===== src/rtl/uart_receiver_param.sv =====
// Oversampling UART receiver: LSB-first frames, optional parity, 1 or 2 stop bits.
// Reports data with a one-clock valid pulse plus parity, framing and break flags.
module uart_receiver_param #(
    parameter int DATA_WIDTH = 8,
    parameter int OVERSAMPLE = 8,
    parameter int PARITY_EN  = 0,
    parameter int PARITY_ODD = 0,
    parameter int STOP_BITS  = 1
) (
    input  logic                  clock,
    input  logic                  resetn,
    input  logic                  baud_clk_os,
    input  logic                  Rx_in,
    output logic [DATA_WIDTH-1:0] data_bus,
    output logic                  data_valid,
    output logic                  parity_error,
    output logic                  framing_error,
    output logic                  break_detect,
    output logic                  busy
);

    localparam int TW = $clog2(OVERSAMPLE) + 1;
    localparam int BW = $clog2(DATA_WIDTH + 1);
    localparam logic [TW-1:0] HALF_LAST = TW'(OVERSAMPLE / 2 - 1);
    localparam logic [TW-1:0] BIT_LAST  = TW'(OVERSAMPLE - 1);
    localparam logic [BW-1:0] DATA_LAST = BW'(DATA_WIDTH - 1);
    localparam logic [BW-1:0] STOP_LAST = BW'(STOP_BITS - 1);
    localparam logic          ODD       = (PARITY_ODD != 0);

    typedef enum logic [2:0] {IDLE, START, DATA, PARITY, STOP, DONE, WAIT_IDLE} state_t;

    state_t                  state, state_nxt;
    logic                    rx_p0, rx_p1;
    logic                    baud_p0, baud_p1, baud_p2;
    logic [TW-1:0]           tick_cnt, tick_nxt, tick_adv;
    logic [BW-1:0]           bit_cnt, bit_nxt;
    logic [DATA_WIDTH-1:0]   shift_reg, shift_nxt;
    logic                    par_acc, par_acc_nxt;
    logic                    par_bit, par_bit_nxt;
    logic                    perr, perr_nxt;
    logic                    ferr, ferr_nxt;
    logic                    rx, tick, sample;

    assign rx     = rx_p1;
    assign tick   = baud_p1 & ~baud_p2;
    assign sample = tick && (tick_cnt == BIT_LAST);
    // Bit-period counter shared by the data, parity and stop phases
    assign tick_adv = !tick ? tick_cnt : (sample ? '0 : tick_cnt + 1'b1);
    assign busy   = (state != IDLE);

    always_comb begin
        state_nxt   = state;
        tick_nxt    = tick_cnt;
        bit_nxt     = bit_cnt;
        shift_nxt   = shift_reg;
        par_acc_nxt = par_acc;
        par_bit_nxt = par_bit;
        perr_nxt    = perr;
        ferr_nxt    = ferr;
        case (state)
            IDLE: begin
                tick_nxt = '0;
                if (!rx) state_nxt = START;
            end
            START: begin
                if (tick) begin
                    if (rx) begin
                        state_nxt = IDLE;
                    end else if (tick_cnt == HALF_LAST) begin
                        state_nxt   = DATA;
                        tick_nxt    = '0;
                        bit_nxt     = '0;
                        par_acc_nxt = 1'b0;
                        par_bit_nxt = 1'b0;
                        perr_nxt    = 1'b0;
                        ferr_nxt    = 1'b0;
                    end else begin
                        tick_nxt = tick_cnt + 1'b1;
                    end
                end
            end
            DATA: begin
                tick_nxt = tick_adv;
                if (sample) begin
                    shift_nxt   = {rx, shift_reg[DATA_WIDTH-1:1]};
                    par_acc_nxt = par_acc ^ rx;
                    bit_nxt     = bit_cnt + 1'b1;
                    if (bit_cnt == DATA_LAST) begin
                        bit_nxt   = '0;
                        state_nxt = (PARITY_EN != 0) ? PARITY : STOP;
                    end
                end
            end
            PARITY: begin
                tick_nxt = tick_adv;
                if (sample) begin
                    par_bit_nxt = rx;
                    perr_nxt    = ((par_acc ^ rx) != ODD);
                    state_nxt   = STOP;
                end
            end
            STOP: begin
                tick_nxt = tick_adv;
                if (sample) begin
                    if (!rx) ferr_nxt = 1'b1;
                    if (bit_cnt == STOP_LAST) begin
                        bit_nxt   = '0;
                        state_nxt = DONE;
                    end else begin
                        bit_nxt = bit_cnt + 1'b1;
                    end
                end
            end
            // A line still low here is a break or bad stop; wait for idle before rearming
            DONE:      state_nxt = rx ? IDLE : WAIT_IDLE;
            WAIT_IDLE: if (rx) state_nxt = IDLE;
            default:   state_nxt = IDLE;
        endcase
    end

    always_ff @(posedge clock or negedge resetn) begin
        if (!resetn) begin
            rx_p0         <= 1'b1;
            rx_p1         <= 1'b1;
            baud_p0       <= 1'b0;
            baud_p1       <= 1'b0;
            baud_p2       <= 1'b0;
            state         <= IDLE;
            tick_cnt      <= '0;
            bit_cnt       <= '0;
            shift_reg     <= '0;
            par_acc       <= 1'b0;
            par_bit       <= 1'b0;
            perr          <= 1'b0;
            ferr          <= 1'b0;
            data_bus      <= '0;
            data_valid    <= 1'b0;
            parity_error  <= 1'b0;
            framing_error <= 1'b0;
            break_detect  <= 1'b0;
        end else begin
            rx_p0      <= Rx_in;
            rx_p1      <= rx_p0;
            baud_p0    <= baud_clk_os;
            baud_p1    <= baud_p0;
            baud_p2    <= baud_p1;
            state      <= state_nxt;
            tick_cnt   <= tick_nxt;
            bit_cnt    <= bit_nxt;
            shift_reg  <= shift_nxt;
            par_acc    <= par_acc_nxt;
            par_bit    <= par_bit_nxt;
            perr       <= perr_nxt;
            ferr       <= ferr_nxt;
            data_valid <= (state == DONE);
            if (state == DONE) begin
                data_bus      <= shift_reg;
                parity_error  <= perr;
                framing_error <= ferr;
                break_detect  <= ferr && (shift_reg == '0) && ((PARITY_EN == 0) || !par_bit);
            end
        end
    end

endmodule


===== config.mk =====
export PLATFORM = sky130hd
export DESIGN_NAME = uart_receiver_param
export DESIGN_NICKNAME = d
export VERILOG_FILES = /design/src/rtl/uart_receiver_param.sv
export SDC_FILE = /design/constraint.sdc
export NUM_CORES = 1
export LEC_CHECK = 0
export ABC_AREA = 1
export CORE_MARGIN = 4
export CORE_UTILIZATION = 41
export DETAILED_ROUTE_END_ITERATION = 16
export DONT_BUFFER_PORTS = 1
export HOLD_SLACK_MARGIN = 0.03
export PLACE_DENSITY = 0.63
export REMOVE_ABC_BUFFERS = 1
export SLEW_MARGIN = 30
export SYNTH_ARGS = -nofsm -noshare
export SYNTH_HDL_FRONTEND = slang
export SYNTH_SLANG_ARGS = --single-unit
export TNS_END_PERCENT = 30

===== constraint.sdc =====
create_clock -name clock -period 3.5 [get_ports clock]
set_clock_uncertainty 0.15 [all_clocks]
set_input_delay 0.875 -clock clock [delete_from_list [all_inputs] [get_ports clock]]
set_output_delay 0.875 -clock clock [all_outputs]
set_load 0.005 [all_outputs]

== After elaboration in Yosys (flattened, before gate mapping) ==
Cells that the tools add are included.

* Bits in registers: 39
* Latch bits: 0
* Memory bits (writable): 0
* Bits in read-only memories: 0
* Output and inout bits: 13
* Memories kept: 0

* Add/subtract/negate cells: 2
* $mul: 0
* Div/mod/pow operators: 0
* Order comparisons: 0
* Equality and inequality tests: 22
* Shift operators: 0
* Multiplexer cells: 35
* Bitwise logic cells: 3
* Reductions and logical operators: 19

{| class="wikitable"
|+ Operators with widths
! cell !! number
|-
| 4-bit two-way mux || 12
|-
| 3-bit two-way mux || 11
|-
| 4-bit one-hot mux with 3 select lines || 2
|-
| 2-bit != test (second input constant) || 11
|-
| 3-bit one-hot mux with 7 select lines || 1
|-
| 6-bit AND reduction || 2
|-
| 5-bit AND reduction || 2
|-
| 3-bit equality test (second input constant) || 3
|-
| 9-bit AND reduction || 1
|-
| 3-bit nonzero test || 3
|-
| 4-bit by 1-bit adder with 4-bit output (second input constant) || 2
|-
| 4-bit by 3-bit equality test with 1-bit output (second input constant) || 2
|-
| 8-bit logical NOT || 1
|-
| 3-bit by 2-bit equality test with 1-bit output (second input constant) || 2
|-
| 1-bit two-way mux || 6
|-
| 1-bit one-hot mux with 2 select lines || 3
|-
| 2-bit nonzero test || 3
|-
| 4-bit by 2-bit equality test with 1-bit output (second input constant) || 1
|-
| 4-bit logical NOT || 1
|-
| 4-bit AND reduction || 1
|-
| 3-bit by 1-bit equality test with 1-bit output (second input constant) || 1
|-
| 3-bit logical NOT || 1
|-
| 3-bit != test (second input constant) || 1
|-
| 3-bit OR reduction || 1
|-
| other kinds (6) || 7
|}

== Depth between registers and ports, before layout ==
Gate-level depths: netlist of the first run.

* Depth after elaboration: 6
* Gate-level depth with buffers: 10
* Gate-level depth less buffers: 10

== Worst setup path after synthesis of the first run ==
OpenSTA, ideal clock, no wires.

* Path kind: register -> output
* Start: register state[0]
* End: output port busy
* Arrival: 0.732 ns
* Data required time: 2.475 ns
* Slack: 1.743 ns
* Stages on the path, launching flop included: 4
* Path buffers: 1
* Cell sequence: dfrtp_1 > buf_6 > nor2_2 > nand2_1

* Longest elaborated chain between the ends: 1

{| class="wikitable"
|+ RTL lines
! element !! RTL line !! source
|-
| start, declared || 32 || <nowiki>state_t state, state_nxt;</nowiki>
|-
| start signal, assigned || 147 || <nowiki>state <= state_nxt;</nowiki>
|-
| 3-bit nonzero test || 49 || <nowiki>assign busy = (state != IDLE);</nowiki>
|-
| end, declared || 19 || <nowiki>output logic busy</nowiki>
|}

No other way between the ends.

== Worst setup path after layout of the first run ==
Same ends and word-level chain as after synthesis.

==> results list, run 1 <==
- Layout overhead on the synthesized area: 7.627%
* Number of buffers and inverters on the critical path: 0
* First-pass GRT wire length: 6720 um
* Number of max-cap violations: 0
- STA classifies the critical path startpoint as a flop.
- Crit-path cells: nor2_2 > nand2_1
- Global-route usage over all layers: 0.1400
- Number of gates resized after CTS: 0
- In this run the cell area of the synthesized design comes to 2067 um2.
- Fraction of the yosys area taken by sequential cells: 0.4734
- Setup violations remaining at the end of the flow were counted as 0.
- Share of final-layout standard cells stronger than drive strength 1: 0.1976
- For this run the aggregate overflow at the end of global routing stands at 0.
- Dividing the detail-routed wire length by the instance count gives 11.54 um.
- Core area: 4817 um2
- Prior to clock tree synthesis, the placed netlist has a worst setup slack of 1619 ps.
* Number of port buffers: 0
* Total routed wirelength: 3694 um
- Number of global-route vias before repair: around 1,500
- The die is 79 um tall.
- Largest cells by area after synthesis: sky130_fd_sc_hd__dfrtp_1, sky130_fd_sc_hd__nand2_1, sky130_fd_sc_hd__nand3_1
- The run finished with clean final reports.
- The design draws 1549 uW.
- Cell taking the most area after synthesis: sky130_fd_sc_hd__dfrtp_1
- Count of TritonRoute iterations in the first routing pass: 4
* Worst Path Class, Setup: flop to primary output
- Headroom to the max-slew limit came out at 0.7137.
- Timing would allow up to between 400 and 500 MHz.
* Cell Rows: 25
* Slew at the pin closest to its max-slew limit: 429.5 ps
- Hold repair after CTS inserted 0 buffers.
- In the post-route analysis, the smallest setup slack over all paths is 1292 ps.
- For this run, the slowest stage of the critical path takes about 530 ps.
* Clock slew at reported path FFs: 80 ps
* Standard cell with the maximum stage delay on the critical path: sky130_fd_sc_hd__dfrtp_1
- Across all layers, the routed design uses 1,527 vias.
- Counting every sink on the clock net gives 39.
- Post-route ant nets: 0
- Sort of element at the end of the critical path: primary output
* Main flop type after synthesis: sky130_fd_sc_hd__dfrtp_1
- Effective utilization at floorplan: 0.4291
- TritonCTS built the clock tree.
- RSZ-0062 raised after global routing: false
- Via-to-Cell Ratio: 4.772
* Flops & latches, synth: 39
- At the end of routability-driven placement, the weighted congestion stood at 0.8478.
* Final count of pins violating max slew: 0
* Final hold viol count: 0
- CTS H-tree depth: 2
- Number of DRC markers after the initial detailed-route iteration: 67
- Number of warnings printed during yosys synthesis: 0
- For this design the ratio of total power to cell area is around 700 nW/um2.
- Summed over all failing endpoints, the final setup total negative slack is 0 ps.
- Final Critical Period: around 2200 ps
- Arrival @ worst endpoint: 1180 ps
- Top-level I/O count: 17
- Counting flops with an async set or reset pin after synthesis yields a share of 1.000.
* Setup bufs post-CTS: 0
- Of the post-synthesis cell area, the dominant cell type holds 0.4479.
* Clock latency of the later-clocked register in the worst-skew pair: 300 ps
- In this run the worst path has a maximum fanout of 8.
* Largest delay contributor family on the critical path: flip-flops
- The floorplan step set the die width to 79 um.
* Hold/Removal Path Class: input port to async pin
- The cell count after synthesis came out at 248.
- Maximum number of pins on one net before global-route repair: 40
- Count of different cell masters after synthesis: 29
- Maximum clock path buffer count: 2
* Worst Hold Slack: between 100 and 150 ps
* Number of antenna violations at the first check in global routing: 0
- Clock Root Buffer: sky130_fd_sc_hd__clkbuf_8
- Mapped Avg Cell Area: approximately 8.3 um2
- The die covers 6241 um2.
* Clock buffer count from CTS: 5
- Detailed placement ended at an HPWL of 2712 um.
- Worst voltage drop across the vdd grid: 411.2 uV
- Remaining design rule violation count: 0
- In this run the static leakage power is 0.001085 uW.
- Dividing the final minimum period by the clock period gives 0.6308.
- The repair_antennas step left the layout with diodes totalling 0.
- Required time reported for the critical path endpoint: 2470 ps
* Net count reported at finish: 259
* Post-synth EDFFs: 0
-- worst register-to-register path: cells and delay by family (launching register included) --
kind	cells	cell delay (ps)
buffers and inverters	1	90
DFF	1	390
adders and majority gates	1	200
and+or+nand+nor	8	880
-- metal layers --
layer / vias to the layer above / global-route usage / routed length (um)
met1: 696 / 0.1875 / 1884
met5: - / 0 / 0
met2: 31 / 0.2012 / 1550
met3: 8 / 0.03855 / 194
met4: 0 / 0.08247 / 65
li1: 792 / - / -
-- cell usage after synthesis (3+ instances only) --
library cell              instances
sky130_fd_sc_hd__nand2_1         80
sky130_fd_sc_hd__nand4_1          3
sky130_fd_sc_hd__dfrtp_1         37
sky130_fd_sc_hd__nand2_4          4
sky130_fd_sc_hd__nor2_4           6
sky130_fd_sc_hd__inv_1           20
sky130_fd_sc_hd__ha_1             3
sky130_fd_sc_hd__inv_2            9
sky130_fd_sc_hd__nand3_1         20
sky130_fd_sc_hd__o21ai_1         18
sky130_fd_sc_hd__nor2_2           4
sky130_fd_sc_hd__nor2_1          12
sky130_fd_sc_hd__nand2_2         11
-- layout by cell type (no fill, tap or decap), types with 2 or more instances in the layout --
cell | netlist | layout
sky130_fd_sc_hd__nand4_1 | 3 | 3
sky130_fd_sc_hd__xor2_1 | 2 | 2
sky130_fd_sc_hd__nand2_2 | 11 | 11
sky130_fd_sc_hd__inv_1 | 20 | 20
sky130_fd_sc_hd__dfrtp_1 | 37 | 37
sky130_fd_sc_hd__dfstp_2 | 2 | 2
sky130_fd_sc_hd__ha_1 | 3 | 3
sky130_fd_sc_hd__nand2_1 | 80 | 80
sky130_fd_sc_hd__nor2_4 | 6 | 6
sky130_fd_sc_hd__inv_2 | 9 | 9
sky130_fd_sc_hd__nand3_1 | 20 | 20
sky130_fd_sc_hd__nand3_4 | 2 | 2
sky130_fd_sc_hd__nand2_4 | 4 | 4
sky130_fd_sc_hd__clkbuf_8 | 0 | 6
sky130_fd_sc_hd__o21ai_1 | 18 | 18
sky130_fd_sc_hd__nor2_1 | 12 | 12
sky130_fd_sc_hd__nor2_2 | 4 | 4
sky130_fd_sc_hd__a21oi_1 | 2 | 2
-- power by group --
group	switching (uW)	internal [uW]	leakage (uW)	total, uW
logic	413	217	0.000512	630
registers	83.1	515	0.000524	599
clock network	159	161	0.0000484	321
total	655	894	0.00108	1550
-- cell type report --
class / instances / area (um2)
Fill cell: 502 / 2592
Clock inverter: 1 / 8.758
Clock buffer: 7 / 86.33
Tap cell: 67 / 83.83
Inverter: 30 / 115.1
Multi-Input combinational cell: 176 / 952.2
Sequential cell: 39 / 978.4
-- path summary, 6_finish.rpt --
| path | start | to | slack, ps | cells after the start |
|---|---|---|---|---|
| worst min-delay path | resetn | data_bus[3] | 110 | 0 |
| worst min register to register | baud_p0 | baud_p1 | 200 | 0 |
| min in group clock | baud_p0 | baud_p1 | 200 | 0 |
| worst max register to register | tick_cnt[0] | state[0] | 1680 | 10 |
| worst max-delay path | state[0] | busy | 1290 | 2 |
| max in group asynchronous | resetn | rx_p0 | 2900 | 0 |
-- per-stage QoR --
stage,instance area (um2),cells,util
final,2225,320,0.4618
after detailed placement,2130,312,0.4421
after global routing,2225,320,0.4618
after global placement,2130,312,0.4421
after floorplan,2046,245,-
after CTS,2225,320,0.4618
-- logic make-up (layout without fill, tap and decap cells) --
logic type,after synthesis,count (layout),share of synthesized area
and+or+nand+nor,145,145,0.3596
DFF,39,39,0.4734
buffers and inverters,33,38,0.06598
AOI/OAI and AO/OA,25,25,0.07022
adders and majority gates,3,3,0.01816
xor gates and xnor gates,3,3,0.01271
No activity file was read; power rests on OpenSTA's default activity.
==> run 2: changes to the inputs <==
Clock period 3.5 ns to 2.2 ns, I/O delays scaled along.
==> run 2 against run 1 <==
Largest cell class unchanged. Cell count increased by 0.63%. Via count decreased by 2.3%. Clock-buffer cell count decreased by 2. Clock power increased by 84%. Hold slack got worse by 9.1 ps. Global-route usage decreased by 0.30 points. Power increased by 65%. Sequential cell count unchanged. Sequential share of layout area decreased by 0.92 points.
==> results list, run 2 (synthesis gave the netlist of run 1 again) <==
- Cell count after placement: 312 (unchanged)
- The number of global-route vias before repair is 1,492 (+2.8%).
- The critical path data arrival time is 1910 ps (+730 ps).
- Slack of the worst reg-to-reg path: 320 ps (-1360 ps)
- The combined global-route utilization of all metal layers is 0.1370 (-0.002996).
- The number of CTS-inserted buffers is 5 (unchanged).
* CTS H-tree depth: 2 (unchanged)
* Maximum clock path buffer count: 2 (unchanged)
- Hold/Removal Path Class: input port to flop
- The starting density of the core came to 0.4291 (unchanged).
- The clock edge transition at the registers on the reported setup and hold paths came to 70 ps (about the same).
* Worst Path Class, Setup: flop to flop
- Number of DRC markers after the initial detailed-route iteration: 102 (+52%)
- Count of TritonRoute iterations in the first routing pass: 4 (unchanged)
- The largest individual stage delay along the critical path comes from the cell sky130_fd_sc_hd__dfrtp_1.
- First-pass GRT wire length: 6734 um (+0.21%)
- Max_slew headroom: 0.7140 (about the same)
- The clock sink count came to 39 (unchanged).
- The pin count of the biggest net entering global routing was 40 (unchanged).
- Die Span Y: 79 um (unchanged)
- Area of the die: 6241 um2 (unchanged)
* Clock latency of the later-clocked register in the worst-skew pair: 290 ps (about the same)
- Timing-limited maximum frequency: 532.8 MHz
- Required time reported for the critical path endpoint: 2230 ps (-240 ps)
* Maximum fanout along the worst path: 7 (-1)
- Setup Total Neg Slack: 0 ps (unchanged)
- The via count is 1,492 (-2.3%).
- The number of top-level pins came to 17 (unchanged).
- Via-to-Cell Ratio: 4.634 (-2.9%)
- TritonCTS clock tree: yes
- The initial antenna violation count is 0 (unchanged).
- The share of layout cells above drive strength 1 was 0.2039 (+0.006293).
- The routed length per instance came to 11.45 um (-0.81%).
- The total number of nets in the final design came to 261 (+0.77%).
- Worst voltage drop across the vdd grid: 630.8 uV (+53%)
* Layout overhead on the synthesized area: 9.927%
- Final Critical Period: 1877 ps
- The count of antenna-violating nets left after detailed routing is 0 (unchanged).
- The area of the placeable core was 4817 um2 (unchanged).
* Crit-path cells: ha_1 > nand2_1 > inv_2 > nand3_1 > nand2_1 > nand2_2 > nor2_4 > nand2_2 > nand2_1 > nand2_1
- Number of standard cells in the layout, taps in and fillers out: 322 (+0.63%)
* Diodes inserted: 0 (unchanged)
- The total power divided by cell area is 1128 nW/um2 (+62%).
* Status: finished clean
* Residual overflow from global routing: 0 (unchanged)
- The sum of routed wire length over all layers is 3687 um (-0.19%).
- The die width came to 79 um (unchanged).
* Commonest cells after routing, fill and taps aside: sky130_fd_sc_hd__nand2_1, sky130_fd_sc_hd__dfrtp_1, sky130_fd_sc_hd__inv_1, sky130_fd_sc_hd__nand3_1, sky130_fd_sc_hd__o21ai_1
- Area occupied by multi-input gates: 952.2 um2 (unchanged)
* Placed wire-length estimate after detailed placement: 2798 um (+3.2%)
- Sort of element at the end of the critical path: flop
- The filler cell count came to 506 (+0.80%).
- In the finished design, the share of the clock period the worst path needs comes to 0.8530.
- STA classifies the critical path startpoint as a flop.
- Final count of pins violating max slew: 0 (unchanged)
- Number of max-cap violations: 0 (unchanged)
- The transition time of the tightest slew-check pin was 429.0 ps (-0.4781 ps).
* Sequential cell area: 978.4 um2 (unchanged)
- Clock tree synthesis selected as its root buffer the cell sky130_fd_sc_hd__clkbuf_8.
- RSZ-0062 raised after global routing: false
- Cell Rows: 25 (unchanged)
- The count of final hold-check violations is 0 (unchanged).
- Leaving out fill and tap cells, the most frequent cell in the layout is sky130_fd_sc_hd__nand2_1.
- Number of port buffers: 0 (unchanged)
- Final setup violation count: 0 (unchanged)
- The delay of the slowest cell on the worst path came to 400 ps (-130 ps).
- Counting stages on the worst path, the most repeated cell is sky130_fd_sc_hd__nand2_1.
- Remaining design rule violation count: 0 (unchanged)
- The weighted congestion at the end of routability-driven global placement came to 0.7831 (-7.6%).
- The leakage power summed over all cells was 0.001108 uW (+2.1%).
-- run 2: cell types whose count changed in the layout (fill, tap and decap cells not counted), sizes merged --
| cell | previous run | this run |
|---|---|---|
| clkinv | 1 | 2 |
| clkbuf | 7 | 5 |
| dlygate4sd3 | 0 | 1 |
| buf | 0 | 1 |
| bufinv | 0 | 1 |
-- run 2: final timing paths --
check                            startpoint          end  depth (start not counted)
worst max-delay path            tick_cnt[0]   bit_cnt[1]                         10
max in group asynchronous            resetn           rx                          2
worst min register to register      baud_p0      baud_p1                          0
min in group asynchronous            resetn  data_bus[3]                          2
worst min-delay path                  Rx_in        rx_p0                          0
worst max register to register  tick_cnt[0]   bit_cnt[1]                         10
-- run 2: layer usage --
metal	wire length, um	vias up	part of all wire	global-route usage
met4	48	0	0.013	0.05326
met3	154	5	0.042	0.04308
met1	1756	676	0.48	0.1727
li1	-	792	-	-
met5	0	-	0	0
met2	1728	19	0.47	0.2189
-- run 2: worst max-delay path: cells and delay by family, from the launching register on --
family | cells | cell delay, ps
simple gates | 8 | 920
buf+inv | 1 | 90
flops | 1 | 400
fa+ha+maj | 1 | 210
-- run 2: final cells by class --
class	instances	share of cell area
timing repair buffer	2	0.01322
sequential	39	0.4306
tap	67	0.03689
clock buffer	5	0.03029
clock inverter	3	0.01927
multi-input combinational	176	0.4191
inverter	30	0.05066
-- run 2: per-stage QoR --
| step | instance area [um2] | total power, uW | utilization | setup slack, ps | hold slack, ps |
|---|---|---|---|---|---|
| after global placement | 2130 | 1975 | 0.4421 | 337.2 | 105.3 |
| final | 2272 | 2564 | 0.4717 | 323.3 | 101.7 |
| after global routing | 2272 | 2799 | 0.4717 | 165.6 | 84.22 |
| after detailed placement | 2130 | 1985 | 0.4421 | 305.9 | 105.3 |
| after floorplan | 2046 | 1796 | - | 587.6 | 104.4 |
| after CTS | 2272 | 2604 | 0.4717 | 295.0 | 94.55 |
-- run 2: power breakdown --
part	switching [uW]	leakage (uW)	total, uW	internal [uW]
Sequential	137	0.000524	957	820
Combinational	667	0.000526	1020	350
Clock	253	0.0000581	590	338
Total	1060	0.00111	2560	1510
-- run 2: timing repair --
| action | in CTS | in global routing |
|---|---|---|
| resized for setup | 0 | 0 |
| hold endpoints to repair | 39 | 0 |
| buffers inserted | 0 | 0 |
| hold buffers | 2 | 0 |
==> run 3: changes to the inputs <==
Settings changed: MAX_ROUTING_LAYER set to met4.
==> run 3 against run 2 <==
Maximum frequency about the same. Via count increased by 0.13%. Global-route usage increased by 0.37 points. Hold slack about the same. Clock-buffer cell count unchanged. Cell count unchanged. Worst setup slack about the same. Sequential cell count unchanged. Die area unchanged. Non-clock buffer count unchanged.
==> results list, run 3 (synthesis gave the netlist of run 1 again) <==
- The number of CTS-inserted buffers is 5 (unchanged).
* CTS H-tree depth: 2 (unchanged)
- Setup bufs post-CTS: 0 (unchanged)
* Cell count after placement: 312 (unchanged)
- The filler cell count came to 506 (unchanged).
- Via-to-Cell Ratio: 4.640 (+0.13%)
- The vertical extent of the die was 79 um (unchanged).
* Count of vias placed by the detailed router: 1,494 (+0.13%)
- Core area: 4817 um2 (unchanged)
* Detail-routed net length per standard cell: 11.45 um (about the same)
* Clock power share: 0.230 (about the same)
- The total negative slack was 0 ps (unchanged).
* Effective utilization at floorplan: 0.4291 (unchanged)
- The portion of the clock cycle consumed by the worst path in the final layout is 0.8531 (about the same).
* Diodes inserted: 0 (unchanged)
- The delay of the slowest cell on the worst path was 400 ps (about the same).
- Maximum number of pins on one net before global-route repair: 40 (unchanged)
- Share of final-layout standard cells stronger than drive strength 1: 0.2039 (unchanged)
* Net count reported at finish: 261 (unchanged)
* Total routed wirelength: 3686 um (about the same)
* PwrDens: 1128 nW/um2 (about the same)
- The final max-slew violation count came to 0 (unchanged).
* Number of antenna violations at the first check in global routing: 0 (unchanged)
- The first-pass iteration count of the detailed router is 4 (unchanged).
- Post-route ant nets: 0 (unchanged)
- The insertion delay to the later sink of the worst-skew pair was 290 ps (about the same).
- Number of port buffers: 0 (unchanged)
* Maximum fanout along the worst path: 7 (unchanged)
* Number of DRC markers after the initial detailed-route iteration: 102 (unchanged)
- Final setup violation count: 0 (unchanged)
- Remaining design rule violation count: 0 (unchanged)
- Timing-limited maximum frequency: 532.8 MHz (about the same)
* TritonCTS clock tree: yes
- Setup repair after global routing left no endpoint under its margin.
- Final hold viol count: 0 (unchanged)
* Area of the die: 6241 um2 (unchanged)
* Internal Dissipation: 1507 uW (unchanged)
- Clock Root Buffer: sky130_fd_sc_hd__clkbuf_8
- Hold/Removal Path Class: input port to flop
- Number of max-cap violations: 0 (unchanged)
- The clock edge transition at the registers on the reported setup and hold paths was 70 ps (about the same).
- Worst Path Class, Setup: flop to flop
* Cell Rows: 25 (unchanged)
- The library cell used most frequently in the layout, excluding fill and tap cells, is sky130_fd_sc_hd__nand2_1.
- The run finished with clean final reports.
* Final Critical Period: 1877 ps (+0.1390 ps)
* Worst Setup Start Kind: flop
- Number of standard cells in the layout, taps in and fillers out: 322 (unchanged)
* Seq pwr share: 0.373 (about the same)
- Slew at the pin closest to its max-slew limit: 429.0 ps (-0.01764 ps)
- The required arrival time at the worst endpoint was 2230 ps (about the same).
* Max_slew headroom: 0.7140 (about the same)
- Reported net switching power: 1057 uW (about the same)
- Crit-path cells: ha_1 > nand2_1 > inv_2 > nand3_1 > nand2_1 > nand2_2 > nor2_4 > nand2_2 > nand2_1 > nand2_1
- The weighted congestion at the end of routability-driven global placement was 0.7940 (+1.4%).
* Residual overflow from global routing: 0 (unchanged)
- Leakage: 0.001108 uW (unchanged)
* Standard cell with the maximum stage delay on the critical path: sky130_fd_sc_hd__dfrtp_1
* Sort of element at the end of the critical path: flop
- Overall die width: 79 um (unchanged)
- Share of power burned in combinational logic: 0.397 (about the same)
* Global-route usage over all layers: 0.1407 (+0.003734)
* Worst voltage drop across the vdd grid: 630.8 uV (about the same)
* Number of global-route vias before repair: 1,487 (-0.34%)
- The cell that appears most often on the critical path is sky130_fd_sc_hd__nand2_1.
- The number of top-level pins is 17 (unchanged).
- The global-route wire length before repair is 6734 um (unchanged).
* Arrival @ worst endpoint: 1910 ps (about the same)
* Fraction of power spent switching nets: 0.4122 (about the same)
- The area growth from synthesis to final layout is 9.927% (unchanged).
- Commonest cells after routing, fill and taps aside: sky130_fd_sc_hd__nand2_1, sky130_fd_sc_hd__dfrtp_1, sky130_fd_sc_hd__inv_1, sky130_fd_sc_hd__nand3_1, sky130_fd_sc_hd__o21ai_1
- Clk sink count: 39 (unchanged)
- The number of buffers on the longest clock path was 2 (unchanged).
- Placed wire-length estimate after detailed placement: 2798 um (unchanged)
run 3: cell counts in the layout (fill, tap and decap cells not counted):
Identical to the previous run, type by type.
run 3: power groups by stage:
stage / combinational (uW) / sequential (uW) / clock (uW)
floorplan: 857 / 939 / 0
finish: 1020 / 957 / 590
global route: 1180 / 978 / 640
global placement: 1010 / 968 / 0
detailed placement: 1010 / 974 / 0
CTS: 1040 / 960 / 608
run 3: through the flow:
step	hold slack [ps]	cell area [um2]	worst slack, ps	utilization	total power, uW
2_1_floorplan	104.4	2046	587.6	-	1796
3_3_place_gp	105.3	2130	337.2	0.4421	1975
3_5_place_dp	105.3	2130	305.9	0.4421	1985
4_1_cts	94.55	2272	295.0	0.4717	2604
5_1_grt	84.22	2272	165.6	0.4717	2799
6_report	101.7	2272	323.2	0.4717	2564
run 3: layout make-up:
type | count | area (um2) | share of cell area
Sequential cell | 39 | 978.4 | 0.4306
Multi-Input combinational cell | 176 | 952.2 | 0.4191
Inverter | 30 | 115.1 | 0.05066
Tap cell | 67 | 83.83 | 0.03689
Clock buffer | 5 | 68.82 | 0.03029
Clock inverter | 3 | 43.79 | 0.01927
Timing Repair Buffer | 2 | 30.03 | 0.01322
run 3: layer usage:
layer | part of all wire | routed length (um) | vias up | track usage
li1 | - | - | 792 | -
met1 | 0.48 | 1768 | 678 | 0.1741
met2 | 0.47 | 1728 | 19 | 0.2189
met3 | 0.038 | 141 | 5 | 0.04082
met4 | 0.013 | 48 | 0 | 0.05326
met5 | 0 | 0 | - | -
run 3: worst max-delay path, delay by kind of cell (launching register included):
kind | cells | cell delay, ps
flops | 1 | 400
simple gates | 8 | 920
buf+inv | 1 | 90
fa+ha+maj | 1 | 210
run 3: worst paths after layout:
kind | from | to | slack, ps | cells after the start
min in group asynchronous | resetn | data_bus[3] | 560 | 2
max reg2reg | tick_cnt[0] | bit_cnt[1] | 320 | 10
max | tick_cnt[0] | bit_cnt[1] | 320 | 10
min reg2reg | baud_p0 | baud_p1 | 200 | 0
max in group asynchronous | resetn | rx | 1080 | 2
min | Rx_in | rx_p0 | 100 | 0
run 3: timing repair:
action,in CTS,in global routing
hold buffers,2,0
resized for setup,0,0
hold endpoints to repair,39,0
endpoints found under the setup margin,0,0
==> RTL change 1, RTL diff (settings of run 2) <==
The 7 states of `state_t` get a one-hot encoding in 7 bits.
--- a/src/rtl/uart_receiver_param.sv
+++ b/src/rtl/uart_receiver_param.sv
@@ -28,5 +28,5 @@
     localparam logic          ODD       = (PARITY_ODD != 0);
 
-    typedef enum logic [2:0] {IDLE, START, DATA, PARITY, STOP, DONE, WAIT_IDLE} state_t;
+    typedef enum logic [6:0] {IDLE = 7'b0000001, START = 7'b0000010, DATA = 7'b0000100, PARITY = 7'b0001000, STOP = 7'b0010000, DONE = 7'b0100000, WAIT_IDLE = 7'b1000000} state_t;
 
     state_t                  state, state_nxt;
Behaviour: no difference found for any inputs over 10 cycles, from zero or initial values and one cycle with resetn low; not proved beyond that.
==> RTL change 1 against run 2 <==
  * Design area fell by 4.8%
  * Total power shrank 17%
  * Die area fell by 4.0%
  * Combinational power decreased by 30%
  * Cell count down 4.3%
  * Global-route usage decreased by 0.25 points
  * Synthesized area down 4.4%
  * Sequential share of layout area increased by 2.2 points
  * Sequential cell count is the same
  * Worst setup slack better by 0.014 ns
  * Core utilization rose by 0.86 points
  * Routed wire length fell by 2.3%
  * Critical path type is now reg -> out
==> RTL change 1: results (changes against run 2) <==
Outcome
  • Status: completed

Global route
  • Met1 Resource Use GR: 18.61% (+1.3 points)
  • Largest net degree at the start of global routing: 40 (unchanged)
  • Met3 Track Usage GR: 4.167% (-0.14 points)
  • Grt met2 use: 20.55% (-1.3 points)
  • First-pass GRT wire length: 6561 um (-2.6%)
  • GRT Total Usage: 13.45% (-0.25 points)
  • Initial antenna violation count: 0 (unchanged)
  • Vias in the first global route: 1451 (-2.7%)

Logic synthesis
  • Synth cell types: 24 (-17%)
  • Sequential area share after synthesis: 49.59% (+2.3 points)
  • Yosys warns: 0 (unchanged)
  • Ranking of synthesized cells by area: dfrtp_1 46%, nand2_1 16%, nand3_1 7.9%, inv_1 5.5%, o21ai_0 4.8%
  • Post-synth top cells: 82 x nand2_1, 36 x dfrtp_1, 31 x nand3_1, 29 x inv_1, 19 x o21ai_0
  • Ys async rst share: 100.0% (unchanged)

CTS
  • Worst skew pair latency: 0.29 ns (about the same)
  • CTS buffer count: 5 (unchanged)
  • CTS resizes: 0 (unchanged)
  • H-tree depth: 2 (unchanged)
  • Post-CTS Setup Bufs: 0 (unchanged)
  • CTS clock-pin slew for the worst setup and hold paths: roughly 0.08 ns
  • CTS max path bufs: 2 (unchanged)
  • Root Buffer: clkbuf_8

Power and ir drop
  • Peak supply drop: 0.0004707 V (-25%)
  • Leakage Power: 0.001087 uW (-1.9%)

Detailed routing
  • Met2 wire length: 1507 um (-13%)
  • Post-Route WL: 3602 um (-2.3%)
  • Wl on met1: 1849 um (+5.3%)
  • DR top layer: met4
  • Met3 routed WL: 204 um (+32%)
  • Vias per cell: 4.929 (+6.4%)
  • DRT Pass-1 Iters: 4 (unchanged)
  • DR iter-0 viols: 68 (-33%)

Min path
  • HP Class: in -> reg
  • Hold Path Origin: Rx_in

Worst setup path
  • WP data arrival: 1.16 ns (-0.75 ns)
  • CP max FO: 4 (-3)
  • Reg2reg start: tick_cnt[0]$_DFFE_PN0P_
  • CP delay by family, top: flip-flops
  • Critical Path Max Stage Delay: 0.55 ns (+0.15 ns)
  • CP startpoint: state[0]$_DFFE_PN1P_
  • Slowest CP cell: dfstp_2

Finish
  • Diode count: 0 (unchanged)
  • Layout cells sized above 1: 11.33% (-9.1 points)
  • Final net count: 263 (+0.77%)
  • Filler instances: 433 (-14%)

Place
  • Final GP Congestion: 0.8420 (+7.5%)
  • IO Port Bufs: 0 (unchanged)
  • Dpl ws: 0.4001 ns (+0.09415 ns)
  • Post-DP HPWL: 2684 um (-4.1%)
==> RTL change 1: layout make-up <==
cell class / instances / share of cell area (%)
flip-flops and latches: 39 / 45.29
multi-input cells: 178 / 40.02
inverters: 29 / 5.032
clock buffers: 5 / 3.181
well taps: 52 / 3.008
clock inverters: 2 / 1.735
repair buffers: 3 / 1.735
==> RTL change 1: metrics by stage <==
stage	std cells	cell area (um2)
floorplan	246	1954
finish	308	2163
detailed placement	299	2027
CTS	308	2163
global placement	299	2027
global route	308	2163
==> RTL change 1: cells by family (layout without fill, tap and decap cells) <==
family / count (synthesis) / in the layout / synth area share, %
AOI/OAI and AO/OA: 24 / 24 / 6.396
adders and majority gates: 3 / 3 / 1.900
buffers and inverters: 33 / 39 / 6.586
and+or+nand+nor: 147 / 147 / 34.01
other: 1 / 1 / 0.1898
xor gates and xnor gates: 3 / 3 / 1.330
DFF: 39 / 39 / 49.59
==> RTL change 1: where the power goes <==
| group | total, uW | switching (uW) | internal (uW) |
|---|---|---|---|
| logic | 709 | 499 | 210 |
| clock network | 580 | 248 | 331 |
| registers | 852 | 65.7 | 786 |
| total | 2140 | 813 | 1330 |
==> RTL change 1: repair_timing <==
action                                 in CTS  in global routing
hold buffers                                2                  0
endpoints found under the hold margin      39                  0
setup endpoints to repair                   0                  0
==> RTL change 1: final timing paths <==
path | to | slack [ns] | cells after the start
min in group asynchronous | data_bus[5]$_DFFE_PN0N_ | 0.56 | 2
worst min register to register | baud_p1$_DFF_PN0_ | 0.20 | 0
worst max-delay path | busy | 0.34 | 3
worst max register to register | state[4]$_DFFE_PN0P_ | 0.38 | 10
max in group asynchronous | state[0]$_DFFE_PN1P_ | 1.08 | 2
worst min-delay path | rx_p0$_DFF_PN1_ | 0.10 | 0
==> RTL change 2, RTL diff (config.mk and constraints of run 2) <==
Without the edit above. Change the parameter `DATA_WIDTH` from 8 to 4.
--- a/src/rtl/uart_receiver_param.sv
+++ b/src/rtl/uart_receiver_param.sv
@@ -2,5 +2,5 @@
 // Reports data with a one-clock valid pulse plus parity, framing and break flags.
 module uart_receiver_param #(
-    parameter int DATA_WIDTH = 8,
+    parameter int DATA_WIDTH = 4,
     parameter int OVERSAMPLE = 8,
     parameter int PARITY_EN  = 0,
Ports: changed (resized data_bus); port bits go from 17 to 13. No check against the original RTL was run, so the function may have changed too.
==> RTL change 2 against run 2 <==
  * Maximum frequency up 4.3%
  * Sequential share of layout area up 0.093 points
  * Worst setup slack better by 0.077 ns
  * Sequential cell count down 9
  * Largest cell class unchanged
  * Critical path depth down 8
  * Total power down 15%
  * Critical path type is now reg -> out
  * Design area down 23%
  * Synthesized area down 26%
  * Routed wire length down 22%
  * Highest routed layer unchanged
==> RTL change 2: results (changes against run 2) <==
CTS
  • H-tree depth: 2 (unchanged)
  • CTS resizes: 0 (unchanged)
  • CTS max path bufs: 2 (unchanged)
  • CTS clock-pin slew for the worst setup and hold paths: 0.06 ns
  • CTS buffer count: 5 (unchanged)
  • Root Buffer: clkbuf_8
  • Worst skew pair latency: 0.29 ns (about the same)

Place
  • IO Port Bufs: 0 (unchanged)
  • Final GP Congestion: 0.8943 (+14%)
  • Post-DP HPWL: 2123 um (-24%)

Logic synthesis
  • Sequential area share after synthesis: 49.18% (+1.8 points)
  • Post-synth top cells: 54 x nand2_1, 28 x dfrtp_1, 21 x inv_1, 17 x o21ai_0, 11 x nand3_1
  • Yosys warns: 0 (unchanged)
  • Main synth FF type: dfrtp_1
  • Ranking of synthesized cells by area: dfrtp_1 46%, nand2_1 13%, o21ai_0 5.6%, inv_1 5.1%, ha_1 4.1%
  • Ys async rst share: 100.0% (unchanged)
  • Synth cell types: 25 (-14%)

Worst setup path
  • WP data arrival: 1.10 ns (-0.81 ns)
  • Critical Path Max Stage Delay: 0.47 ns (+0.07 ns)
  • Slowest CP cell: dfrtp_1
  • CP max FO: 7 (unchanged)
  • CP delay by family, top: flip-flops

Finish
  • Layout cells sized above 1: 15.38% (-5.0 points)
  • Area delta synth->final: 13.97%
  • Final net count: 203 (-22%)
  • Diode count: 0 (unchanged)

Power and ir drop
  • Peak supply drop: 0.0005722 V (-9.3%)
  • Leakage Power: 0.0008484 uW (-23%)

Detailed routing
  • Vias per cell: 4.855 (+4.8%)
  • Post-Route WL: 2879 um (-22%)
  • DRT Pass-1 Iters: 5 (+1)
  • DR iter-0 viols: 119 (+17%)

Min path
  • HP Class: in -> reg

Global route
  • First-pass GRT wire length: 5216 um (-23%)
  • Vias in the first global route: 1117 (-25%)
  • GRT Total Usage: 13.58% (-0.12 points)
  • Largest net degree at the start of global routing: 31 (-23%)
  • Initial antenna violation count: 0 (unchanged)

Outcome
  • Status: completed

Timing
  • Worst slew pin tran: 0.3433 ns (-0.08571 ns)
  • Final setup TNS: 0 ns (unchanged)
-- RTL change 2: worst paths after layout --
check	from	end	slack, ns	cells past startpoint
min in group asynchronous	resetn	data_bus[2]$_DFFE_PN0P_	0.56	2
max in group asynchronous	resetn	rx_p0$_DFF_PN1_	1.09	2
min reg2reg	baud_p0$_DFF_PN0_	baud_p1$_DFF_PN0_	0.20	0
max reg2reg	tick_cnt[0]$_DFFE_PN0P_	state[2]$_DFFE_PN0P_	0.49	10
min	Rx_in	rx_p0$_DFF_PN1_	0.11	0
max	state[0]$_DFFE_PN0P_	busy	0.40	2
-- RTL change 2: layout make-up --
| type | count | area, um2 |
|---|---|---|
| Fill cell | 331 | 1723 |
| Sequential cell | 30 | 753.2 |
| Multi-Input combinational cell | 130 | 668.1 |
| Inverter | 25 | 93.84 |
| Clock buffer | 6 | 82.58 |
| Clock inverter | 2 | 60.06 |
| Tap cell | 46 | 57.56 |
| Timing Repair Buffer | 2 | 30.03 |
-- RTL change 2: logic make-up after synthesis --
group / count (synthesis) / share of synthesized area, %
xor+xnor: 2 / 1.144
compound gates: 32 / 10.95
fa+ha+maj: 5 / 4.085
simple gates: 91 / 27.45
buf+inv: 28 / 7.189
flops: 30 / 49.18
-- RTL change 2: per-layer routing --
metal | vias to the layer above | global-route usage [%] | wire [um]
met5 | - | 0 | 0
met4 | 0 | 4.772 | 44
met3 | 6 | 5.523 | 150
met2 | 23 | 20.87 | 1300
met1 | 532 | 17.18 | 1383
li1 | 609 | - | -
-- RTL change 2: repair_timing --
item / 4_1_cts / 5_1_grt
buffers inserted: 0 / 0
hold endpoints to repair: 30 / 0
hold buffers: 2 / 0
-- RTL change 2: metrics by stage --
| stage | std cells | worst slack (ns) | cell area [um2] | hold slack [ns] | power (uW) |
|---|---|---|---|---|---|
| finish | 241 | 0.4006 | 1745 | 0.1114 | 2191 |
| global route | 241 | 0.3022 | 1745 | 0.09664 | 2367 |
| CTS | 241 | 0.4006 | 1745 | 0.1012 | 2204 |
| detailed placement | 231 | 0.5111 | 1573 | 0.1051 | 1483 |
| global placement | 231 | 0.5646 | 1573 | 0.1051 | 1462 |
| floorplan | 185 | 0.7079 | 1515 | 0.1044 | 1337 |
-- RTL change 2: report_power, final --
| part | total (uW) | switching (uW) | internal [uW] |
|---|---|---|---|
| Combinational | 735 | 494 | 241 |
| Clock | 697 | 214 | 483 |
| Sequential | 759 | 104 | 655 |
